## config.mk

```make
export PLATFORM = sky130hd
export DESIGN_NAME = vga_fb_write_arbiter
export DESIGN_NICKNAME = d
export VERILOG_FILES = /design/src/rtl/vga_fb_write_arbiter.sv
export SDC_FILE = /design/constraint.sdc
export NUM_CORES = 1
export LEC_CHECK = 0
export ABC_AREA = 1
export BUFFER_PORTS_ARGS = -buffer_cell sky130_fd_sc_hd__buf_2
export CAP_MARGIN = 0
export CORE_MARGIN = 3
export CORE_UTILIZATION = 40
export CTS_BUF_LIST = sky130_fd_sc_hd__clkbuf_8
export CTS_CLUSTER_DIAMETER = 80
export CTS_CLUSTER_SIZE = 20
export DETAILED_ROUTE_END_ITERATION = 8
export PLACE_DENSITY = 0.7
export SKIP_CTS_REPAIR_TIMING = 1
export SLEW_MARGIN = 5
export SYNTH_ARGS = -nofsm -noshare
export SYNTH_HDL_FRONTEND = slang
export SYNTH_SLANG_ARGS = --single-unit
```

## constraint.sdc

```tcl
create_clock -name pxclk -period 2.3 [get_ports pxclk]
set_input_delay 0.46 -clock pxclk [delete_from_list [all_inputs] [get_ports pxclk]]
set_output_delay 0.46 -clock pxclk [all_outputs]
set_load 0.05 [all_outputs]
```

## src/rtl/vga_fb_write_arbiter.sv

```systemverilog
// Round-robin arbiter sharing the frame buffer pixel write port between NUM_REQ producers.
// Bursts are capped at MAX_BURST beats; optional tear-free mode gates writes to vblank.
module vga_fb_write_arbiter #(
    parameter int unsigned NUM_REQ     = 3,
    parameter int unsigned PIXEL_DEPTH = 8,
    parameter int unsigned FB_DEPTH    = 76800,
    parameter int unsigned ADDR_WIDTH  = 17,
    parameter int unsigned MAX_BURST   = 16
) (
    input  logic                              pxclk,
    input  logic                              rst_n,
    input  logic [NUM_REQ-1:0]                req_valid,
    output logic [NUM_REQ-1:0]                req_ready,
    input  logic [NUM_REQ-1:0]                req_last,
    input  logic [NUM_REQ*ADDR_WIDTH-1:0]     req_addr,
    input  logic [NUM_REQ*PIXEL_DEPTH-1:0]    req_data,
    input  logic                              vblank,
    input  logic                              blank_only,
    output logic                              fb_we,
    output logic [ADDR_WIDTH-1:0]             fb_addr,
    output logic [PIXEL_DEPTH-1:0]            fb_wdata,
    output logic [$clog2(NUM_REQ)-1:0]        grant_id,
    output logic                              busy,
    output logic                              drop
);

    localparam int unsigned IdW  = $clog2(NUM_REQ);
    localparam int unsigned CntW = $clog2(MAX_BURST + 1);

    typedef enum logic [0:0] {StIdle, StGrant} state_e;

    state_e                 state_q, state_d;
    logic [IdW-1:0]         rr_ptr_q, rr_ptr_d;
    logic [IdW-1:0]         grant_id_q, grant_id_d;
    logic [CntW-1:0]        beat_cnt_q, beat_cnt_d;
    logic                   fb_we_q, drop_q;
    logic [ADDR_WIDTH-1:0]  fb_addr_q;
    logic [PIXEL_DEPTH-1:0] fb_wdata_q;

    logic                   allow;
    logic                   g_valid, g_last;
    logic [ADDR_WIDTH-1:0]  g_addr;
    logic [PIXEL_DEPTH-1:0] g_data;
    logic                   xfer;
    logic                   burst_end;
    logic                   in_range;
    logic [IdW-1:0]         rr_next;
    logic                   arb_found;
    logic [IdW-1:0]         arb_win;

    assign allow     = !blank_only || vblank;
    assign g_valid   = req_valid[grant_id_q];
    assign g_last    = req_last[grant_id_q];
    assign g_addr    = req_addr[grant_id_q*ADDR_WIDTH +: ADDR_WIDTH];
    assign g_data    = req_data[grant_id_q*PIXEL_DEPTH +: PIXEL_DEPTH];
    // Ready is gated by rst_n so a beat presented during reset is never consumed.
    assign xfer      = (state_q == StGrant) && allow && rst_n && g_valid;
    assign burst_end = (beat_cnt_q == CntW'(MAX_BURST - 1));
    assign in_range  = 32'(g_addr) < FB_DEPTH;
    assign rr_next   = (grant_id_q == IdW'(NUM_REQ - 1)) ? '0 : grant_id_q + 1'b1;

    // First valid requester scanning upward from rr_ptr, wrapping at NUM_REQ.
    always_comb begin
        logic [IdW-1:0] idx;
        arb_found = 1'b0;
        arb_win   = '0;
        idx       = '0;
        for (int unsigned k = 0; k < NUM_REQ; k++) begin
            idx = IdW'((32'(rr_ptr_q) + k) % NUM_REQ);
            if (!arb_found && req_valid[idx]) begin
                arb_found = 1'b1;
                arb_win   = idx;
            end
        end
    end

    // State register
    always_ff @(posedge pxclk) begin
        if (!rst_n) begin
            state_q    <= StIdle;
            rr_ptr_q   <= '0;
            grant_id_q <= '0;
            beat_cnt_q <= '0;
        end else begin
            state_q    <= state_d;
            rr_ptr_q   <= rr_ptr_d;
            grant_id_q <= grant_id_d;
            beat_cnt_q <= beat_cnt_d;
        end
    end

    // Next-state logic
    always_comb begin
        state_d    = state_q;
        rr_ptr_d   = rr_ptr_q;
        grant_id_d = grant_id_q;
        beat_cnt_d = beat_cnt_q;
        unique case (state_q)
            StIdle: begin
                if (allow && arb_found) begin
                    state_d    = StGrant;
                    grant_id_d = arb_win;
                    beat_cnt_d = '0;
                end
            end
            StGrant: begin
                if (xfer) begin
                    beat_cnt_d = beat_cnt_q + 1'b1;
                    if (g_last || burst_end) begin
                        state_d  = StIdle;
                        rr_ptr_d = rr_next;
                    end
                end else if (allow && !g_valid) begin
                    state_d  = StIdle;
                    rr_ptr_d = rr_next;
                end
            end
            default: state_d = StIdle;
        endcase
    end

    // Output logic
    always_comb begin
        req_ready = '0;
        if ((state_q == StGrant) && allow && rst_n) begin
            req_ready[grant_id_q] = 1'b1;
        end
        busy = (state_q == StGrant);
    end

    // Registered write port; address/data hold unless a real write occurs.
    always_ff @(posedge pxclk) begin
        if (!rst_n) begin
            fb_we_q    <= 1'b0;
            drop_q     <= 1'b0;
            fb_addr_q  <= '0;
            fb_wdata_q <= '0;
        end else begin
            fb_we_q <= xfer && in_range;
            drop_q  <= xfer && !in_range;
            if (xfer && in_range) begin
                fb_addr_q  <= g_addr;
                fb_wdata_q <= g_data;
            end
        end
    end

    assign fb_we    = fb_we_q;
    assign drop     = drop_q;
    assign fb_addr  = fb_addr_q;
    assign fb_wdata = fb_wdata_q;
    assign grant_id = grant_id_q;

endmodule

```

======== After elaboration in Yosys (flattened, before gate mapping) ========
Cells that the tools add are included.
storage, ports and cells
  output and inout bits ................... 33
  register bits ........................... 37
  word-level logic and storage cells ...... 82
cells by class
  reduce and logical (&&, ||, !) cells .... 21
  bitwise operators ....................... 1
  div/mod/pow operators ................... 3
  $add $sub $neg .......................... 4
  shifts and indexed selects .............. 2
  mux-type cells .......................... 31
  multipliers ............................. 1
  eq/ne operators ......................... 5
  $lt $le $gt $ge ......................... 6
operators by type and width
  operator               count
  $mod 32x2->32 const B  2
  $shiftx 51x8->17       1
  $mod 2x2->32 const B   1
  $shiftx 24x6->8        1
  $lt 17x17->1 const B   1
  $mux 2                 7
  $mux 1                 13
  $lt 2x3->1 const B     4
  $bmux 1 s2             5
  $logic_and 1x1->1      10
  $mux 5                 2
  $pmux 5 s2             1
  $mul 2x5->7 const B    1
  $add 5x1->5 const B    1
  $eq 5x4->1 const B     1
  $logic_not 1->1        5
  $ne 2x1->1 const B     2
  $reduce_and 2->1       2
  $add 2x1->3 const B    1
  $add 2x2->3 const B    1
  $mux 3                 1
  $reduce_and 3->1       1
  $add 2x1->2 const B    1
  $demux 1 s2            1
  other kinds (7)        8

======== Logic depth before layout (Yosys ltp) ========
Gate-level depths: netlist of the first run.
  word-level depth ........................ 13
  depth in mapped cells ................... 13

======== Least setup slack after synthesis of the first run ========
OpenSTA, ideal clock, no wires.
  path kind ............................... register to output
  start point ............................. register state_q (netlist: busy)
  end point ............................... output req_ready[1]
  arrival ................................. 2.310 ns
  cell stages (with the launch flop) ...... 6
  buffers on the path ..................... 1
  slack ................................... -0.470 ns
  cell sequence ........................... dfxtp_1 > clkbuf_1 > nand2_1 > nor2_1 > inv_1 > nor3_1
between the ends
  cells in the longest elaborated chain, start to end .. 3
ends and longest elaborated chain
  element                         RTL line  source
  start: declaration              32        state_e state_q, state_d;
  start signal: assignment        80        state_q <= StIdle;
  start signal: assignment        85        state_q <= state_d;
  $logic_and 1x1->1 (2 in a row)  125       if ((state_q == StGrant) && allow && rst_n) begin
  $mux 3                          125
  end: declaration                13        output logic [NUM_REQ-1:0] req_ready,
No other way between the ends.

======== Final worst setup path of the first run ========
  start point ............................. register rr_ptr_q[0]
  end point ............................... register beat_cnt_q[2]
between the ends
  cells in the longest elaborated chain, start to end .. 13
  elaborated cells between the ends (all ways) .. 21
ends and longest elaborated chain
  element                                                RTL line  source
  start: declaration                                     33        logic [IdW-1:0] rr_ptr_q, rr_ptr_d;
  start signal: assignment                               86        rr_ptr_q <= rr_ptr_d;
  branches (longest 9 deep; another with $mod 32x2->32)  --
  $mux 1 *                                               70        if (!arb_found && req_valid[idx]) begin
  $logic_and 1x1->1 *                                    100       if (allow && arb_found) begin
  $ne 2x2->1 (no line) *                                 --
  $reduce_and 2->1 (no line) *                           --
  end signal: assignment                                 88        beat_cnt_q <= beat_cnt_d;
  end: declaration                                       35        logic [CntW-1:0] beat_cnt_q, beat_cnt_d;
Every way passes the cells marked *. The select of a mux whose other input is x is not followed.
A chain may end at the register's enable or synchronous reset.

==> impl_metrics.csv, run 1 <==
group,metric,value,unit
status,outcome,"complete, no violations",
global_routing,grt_overflow,0,
synth,synth.area.top_cells,"dfxtp_1 (29%), nand2_1 (20%), inv_1 (9.4%)",
sta,setup_viol,0,
worst_setup_path,worstSetupPathType,"flop to flop",
place,dpl.hpwl,5806,µm
worst_setup_path,crit_fanout,8,
synth,syn-instance-count,443,
clock_network,cts_buffers,5,
sta,fin_crit,2.064,ns
clock_network,clock_latency,0.29,ns
global_routing,grt_use_total,20.81,%
cells_and_area,seq_area,740.7,µm²
cells_and_area,fin_nets,646,
synth,synth_commonest_cells,"nand2_1 (136), inv_1 (64), nor2_1 (50)",
floorplan,boundaryPins,118,
cells_and_area,fill_cells,623,
worst_setup_path,cp-start-kind,"flop",
clock_network,cts-root-buf,"clkbuf_8",
sta,setup_tns,0,ns
floorplan,core-area,6061,µm²
sta,max_freq,484.5,MHz
synth,synth-seq-area-share,28.98,%
floorplan,dieArea,7386,µm²
worst_setup_path,crit_family,"simple AND/OR/NAND/NOR gates",
synth,synth_nets,533,
worst_setup_path,crit_arrival,2.25,ns
global_routing,grt_pass1_wl,12430,µm
clock_network,path_clk_slew,0.08,ns
sta,whs,0.4586,ns
routing,dr.pass1.iters,4,
floorplan,dieHeight,85.94,µm
synth,yosysWarnings,0,
worst_setup_path,end_kind,"flop",
cells_and_area,multiInputGateArea,1414,µm²
global_routing,grt_max_degree,33,
routing,ant_nets,0,
synth,synth_top_cell_by_area,"dfxtp_1",
floorplan,num_rows,28,
synth,synth_ff_type,"dfxtp_1",
global_routing,antenna_found_initial,0,
clock_network,cts_tree,"yes",
sta,worst_pin_slew,0.4512,ns
sta,grt_setup_unrepaired,"no",
routing,routed_via_density,4.794,
synth,synth_seq_cells,37,
power_and_ir_drop,peakVddDrop,0.0005028,V
power_and_ir_drop,power.total,0.002912,W
flow_run,max_cap_violations,0,
power_and_ir_drop,power.density,873.8,nW/µm²
clock_network,cts_buffer_depth,2,
routing,route.detailed.wl_per_inst,12.41,µm
place,pre_cts_slack,0.2596,ns
worst_setup_path,crit_chain,"inv_1 -> ha_1 -> o21ai_0 -> nand2_1 -> nand3_1 -> nand2_1 -> nand2_1 -> inv_1 -> nor2_1 -> nor2_1",
cells_and_area,final_core_util,55.00,%
sta,clock-skew-final,0.006427,ns
global_routing,grt_pass1_vias,2754,
cells_and_area,layout-drive-gt1-share,29.08,%
synth,avgSynthCellArea,5.770,µm²
worst_setup_path,cp_data_required_time,2.49,ns
worst_setup_path,max_stage_delay,0.40,ns
floorplan,die_x,85.94,µm
routing,routed_wl,7845,µm
worst_setup_path,crit_path_frequent_cell,"nand2_1",
synth,ys_async_sr_fraction,0,%
floorplan,initial_core_util,42.18,%
clock_network,htreeDepth,2,
synth,synth_edf_count,0,
sta,finalCritPeriodShare,89.74,%
sta,slew_violations,0,
routing,drcViolationCount,0,
sta,fin_ws,0.2361,ns
sta,hold_viol,0,
cells_and_area,areaGrowthSynthToFinish,30.40,%
cells_and_area,antenna_cells,0,
place,io_buffers,117,
sta,relSlewSlack,69.87,%
min_path,hold_class,"flop to flop",
place,gp_congestion,0.8159,
power_and_ir_drop,p_leak,1.854,nW
worst_setup_path,slowest_stage,"dfxtp_1",
synth,synth.most_common_cell,"nand2_1",
clock_network,clock_sinks,37,
routing,drt_iter0_drc,175,
synth,ys_types,24,
routing,via_count,3030,
synth,synth_top_area_share,28.98,%
worst_setup_path,cp_num_buf_inv,2,
synth,synth_area,2556,µm²
-- logic make-up (layout without fill, tap and decap cells) --
kind of cell             Yosys count  in the layout  synth area share (%)
buffers and inverters            101            215                 16.20
XOR/XNOR                           1              1                0.3427
AO/OA/AOI/OAI                     49             49                 9.790
AND/OR/NAND/NOR                  250            250                 42.24
adder cells (fa/ha/maj)            5              5                 2.447
flip-flops                        37             37                 28.98
-- layout make-up --
class,count,share of cell area [%]
inverters,79,8.896
clock buffers,6,2.477
clock inverters,2,1.126
repair buffers,128,20.05
well taps,75,2.815
flip-flops and latches,37,22.22
multi-input cells,305,42.42
-- worst min-delay path: stages (launching register included) --
cell     delay (ns)
dfxtp_1        0.32
inv_1          0.05
a21oi_1        0.05
-- through the flow --
step / std cells / instance area (µm²)
after floorplan: 443 / 2569
after global placement: 624 / 3213
after detailed placement: 624 / 3213
after CTS: 632 / 3333
after global routing: 632 / 3333
final: 632 / 3333
-- power breakdown --
group | switching, W | leakage, nW | internal [W] | total (W)
registers | 0.0000559 | 0.300 | 0.000721 | 0.000777
clock network | 0.000246 | 0.0574 | 0.000353 | 0.000599
logic | 0.00108 | 1.50 | 0.000459 | 0.00154
total | 0.00138 | 1.85 | 0.00153 | 0.00291
-- placed cells by master (no fill, tap or decap) --
cell,count
clkinvlp_4,1
nor2_4,1
nor2_1,49
nor3_1,1
dfxtp_1,37
nand2_2,4
a21oi_1,37
nand3_4,1
buf_2,117
a22oi_1,1
nand2_1,136
ha_1,5
nand3_1,26
o22ai_1,1
inv_2,15
o21ai_0,9
buf_4,11
nand4_1,26
a31oi_1,1
bufinv_16,1
xor2_1,1
inv_1,64
nor3_2,2
nor2_2,3
clkbuf_8,6
nand3b_1,1
-- registers in the layout, indices dropped and copies added, names as in the netlist --
register    cells
fb_addr        17
fb_we           1
busy            1
grant_id        2
beat_cnt_q      5
rr_ptr_q        2
drop            1
fb_wdata        8
-- layer usage --
layer / share of wire [%] / global-route usage, % / vias to the layer above
li1: - / - / 1602
met1: 42 / 25.71 / 1306
met2: 47 / 36.23 / 116
met3: 11 / 6.052 / 6
met4: 0.61 / 3.453 / 0
met5: 0 / 0 / -
-- path summary, 6_finish.rpt --
path | from | endpoint | slack (ns) | depth (start not counted)
setup reg to reg | rr_ptr_q[0]$_SDFFE_PN0P_ | beat_cnt_q[2]$_SDFFE_PN0P_ | 0.24 | 10
setup / recovery | rr_ptr_q[0]$_SDFFE_PN0P_ | beat_cnt_q[2]$_SDFFE_PN0P_ | 0.24 | 10
hold / removal | fb_addr[16]$_SDFFE_PN0P_ | fb_addr[16]$_SDFFE_PN0P_ | 0.46 | 2
hold reg to reg | fb_addr[16]$_SDFFE_PN0P_ | fb_addr[16]$_SDFFE_PN0P_ | 0.46 | 2
(Power assumes the default switching activity.)
==> run 2: changes to the inputs <==
--- a/config.mk
+++ b/config.mk
@@ -5,7 +5,7 @@
 export SDC_FILE = /design/constraint.sdc
 export NUM_CORES = 1
 export LEC_CHECK = 0
-export ABC_AREA = 1
+export ABC_AREA = 0
 export BUFFER_PORTS_ARGS = -buffer_cell sky130_fd_sc_hd__buf_2
 export CAP_MARGIN = 0
 export CORE_MARGIN = 3
@@ -14,7 +14,7 @@
 export CTS_CLUSTER_DIAMETER = 80
 export CTS_CLUSTER_SIZE = 20
 export DETAILED_ROUTE_END_ITERATION = 8
-export PLACE_DENSITY = 0.7
+export PLACE_DENSITY = 0.71
 export SKIP_CTS_REPAIR_TIMING = 1
 export SLEW_MARGIN = 5
 export SYNTH_ARGS = -nofsm -noshare
==> impl_metrics.csv, run 2 <==
group,metric,value,unit
clock_network,path_clk_slew,0.07,ns
floorplan,dieHeight,82.79,µm
clock_network,clock_latency,0.29,ns
synth,synth_fa_ha_area_share,2.653,%
flow_run,max_cap_violations,0,
sta,grt_setup_unrepaired,"no",
place,io_buffers,117,
routing,routed_via_density,5.176,
synth,synth_compound_area_share,18.36,%
clock_network,cts_buffers,5,
routing,route.detailed.wl_per_inst,14.13,µm
sta,slew_violations,0,
sta,finalCritPeriodShare,95.34,%
place,dpl.hpwl,4924,µm
sta,relSlewSlack,66.63,%
synth,ys_types,50,
min_path,hold_class,"input pin to flop",
cells_and_area,fin_nets,483,
power_and_ir_drop,p_leak,1.605,nW
sta,max_freq,456.0,MHz
clock_network,cts_buffer_depth,2,
routing,drcViolationCount,0,
synth,synth_top_family_by_area,"multiplexers",
routing,ant_nets,0,
cells_and_area,mostFrequentLayoutCells,"buf_2 (117), mux2i_1 (45), nand2_1 (37)",
worst_setup_path,crit_fanout,25,
synth,synth_edf_count,0,
sta,clock-skew-final,0.004732,ns
worst_setup_path,end_kind,"primary output",
synth,synth_top_cell_by_area,"dfxtp_1",
sta,hold_viol,0,
floorplan,initial_core_util,42.06,%
power_and_ir_drop,swShare,37.13,%
sta,setup_viol,0,
power_and_ir_drop,peakVddDrop,0.0004902,V
cells_and_area,largest_reg_flops,17,
clock_network,cts_tree,"yes",
floorplan,num_rows,27,
synth,synth_nets,366,
place,gp_congestion,0.8051,
floorplan,boundaryPins,118,
floorplan,core-area,5608,µm²
global_routing,grt_overflow,0,
synth,ys_async_sr_fraction,0,%
power_and_ir_drop,combPwrFrac,37.6,%
synth,synth_area,2359,µm²
worst_setup_path,cp-start-kind,"flop",
sta,fin_crit,2.193,ns
clock_network,cts-root-buf,"clkbuf_8",
routing,routed_wl,6583,µm
cells_and_area,final_cells,466,
clock_network,htreeDepth,2,
status,outcome,"complete, no violations",
power_and_ir_drop,internal-power,0.001155,W
routing,dr.pass1.iters,4,
synth,syn-instance-count,276,
synth,synth_top_area_share,31.41,%
floorplan,dieArea,6853,µm²
synth,avgSynthCellArea,8.545,µm²
global_routing,grt_use_total,17.58,%
worst_setup_path,crit_arrival,1.73,ns
sta,worst_pin_slew,0.5006,ns
power_and_ir_drop,seqPwrFrac,38.9,%
synth,yosysWarnings,0,
global_routing,grt_pass1_vias,2012,
synth,synth_simple_gate_area_share,16.92,%
synth,synth_commonest_cells,"mux2i_1 (45), dfxtp_1 (37), nand2_1 (37)",
synth,synth_ff_type,"dfxtp_1",
worst_setup_path,worstSetupPathType,"flop to primary output",
clock_network,clock_sinks,37,
cells_and_area,areaGrowthSynthToFinish,31.25,%
global_routing,grt_pass1_wl,9335,µm
routing,via_count,2412,
synth,synth_seq_cells,37,
worst_setup_path,cp_data_required_time,1.84,ns
global_routing,grt_max_degree,32,
floorplan,die_x,82.79,µm
power_and_ir_drop,clkPwrFrac,23.5,%
synth,synth-seq-area-share,31.41,%
power_and_ir_drop,power.total,0.001837,W
synth,synth.area.top_cells,"dfxtp_1 (31%), mux2i_1 (19%), nand2_1 (5.9%)",
synth,synthXorXnorAreaFrac,0,%
global_routing,antenna_found_initial,0,
power_and_ir_drop,switchingPower,0.0006822,W
cells_and_area,antenna_cells,0,
synth,synth.most_common_cell,"mux2i_1",
routing,drt_iter0_drc,147,
cells_and_area,final_common_cell,"buf_2",
synth,synthMuxAreaShare,23.40,%
power_and_ir_drop,power.density,593.5,nW/µm²
cells_and_area,layout-drive-gt1-share,39.09,%
place,placed_cells,455,
==> run 2: stage by stage <==
step / setup WS, ns / TNS [ns] / instance area [µm²] / hold slack [ns] / util, %
5_1_grt: 0.004613 / 0 / 3095 / 0.4408 / 55.20
2_1_floorplan: -0.2442 / -0.5719 / 2366 / 0.4599 / -
4_1_cts: 0.01601 / 0 / 3069 / 0.4348 / 54.73
3_5_place_dp: 0.1278 / 0 / 2987 / 0.4495 / 53.26
6_report: 0.1072 / 0 / 3095 / 0.4420 / 55.20
3_3_place_gp: 0.2002 / 0 / 2987 / 0.4430 / 53.26
==> run 2: final timing paths <==
kind | depth (start not counted) | endpoint | slack [ns] | startpoint
setup / recovery | 3 | req_ready[2] | 0.11 | grant_id[1]$_SDFFE_PN0P_
hold / removal | 3 | fb_addr[2]$_SDFFE_PN0P_ | 0.44 | req_addr[19]
setup reg to reg | 6 | fb_addr[13]$_SDFFE_PN0P_ | 0.15 | grant_id[1]$_SDFFE_PN0P_
hold reg to reg | 2 | fb_wdata[1]$_SDFFE_PN0P_ | 0.46 | fb_wdata[1]$_SDFFE_PN0P_
==> run 2: kinds of logic (layout without fill, tap and decap cells) <==
family                     count (synthesis)  in the layout
DFF                                       37             37
adders and majority gates                  5              5
muxes                                     53             53
and+or+nand+nor                           87             87
buffers and inverters                     32            150
AOI/OAI and AO/OA                         62             62
==> run 2: cell type report <==
cell class / count / area [µm²]
multi-input cells: 207 / 1451
fillers: 521 / 2512
inverters: 13 / 48.80
clock buffers: 5 / 68.82
well taps: 72 / 90.09
repair buffers: 129 / 679.4
flip-flops and latches: 37 / 743.2
clock inverters: 3 / 13.76
==> run 2: routing by layer <==
layer  vias up  routed length, µm  GRT usage, %
li1       1214                  -             -
met1      1120               2838         22.47
met2        69               3263         29.41
met3         9                404         3.456
met4         0                 76         6.209
met5         -                  0             0
==> run 2: power groups by stage <==
stage	combinational [W]	clock, W	sequential (W)
after floorplan	0.000383	0	0.000839
after global placement	0.000671	0	0.000727
after detailed placement	0.000677	0	0.000729
after CTS	0.000680	0.000444	0.000715
after global routing	0.000747	0.000470	0.000721
final	0.000691	0.000432	0.000714
==> run 2: worst max-delay path: stages, from the launching register on <==
cell,delay [ns]
dfxtp_2,0.53
buf_6,0.33
nor3b_2,0.28
buf_2,0.31
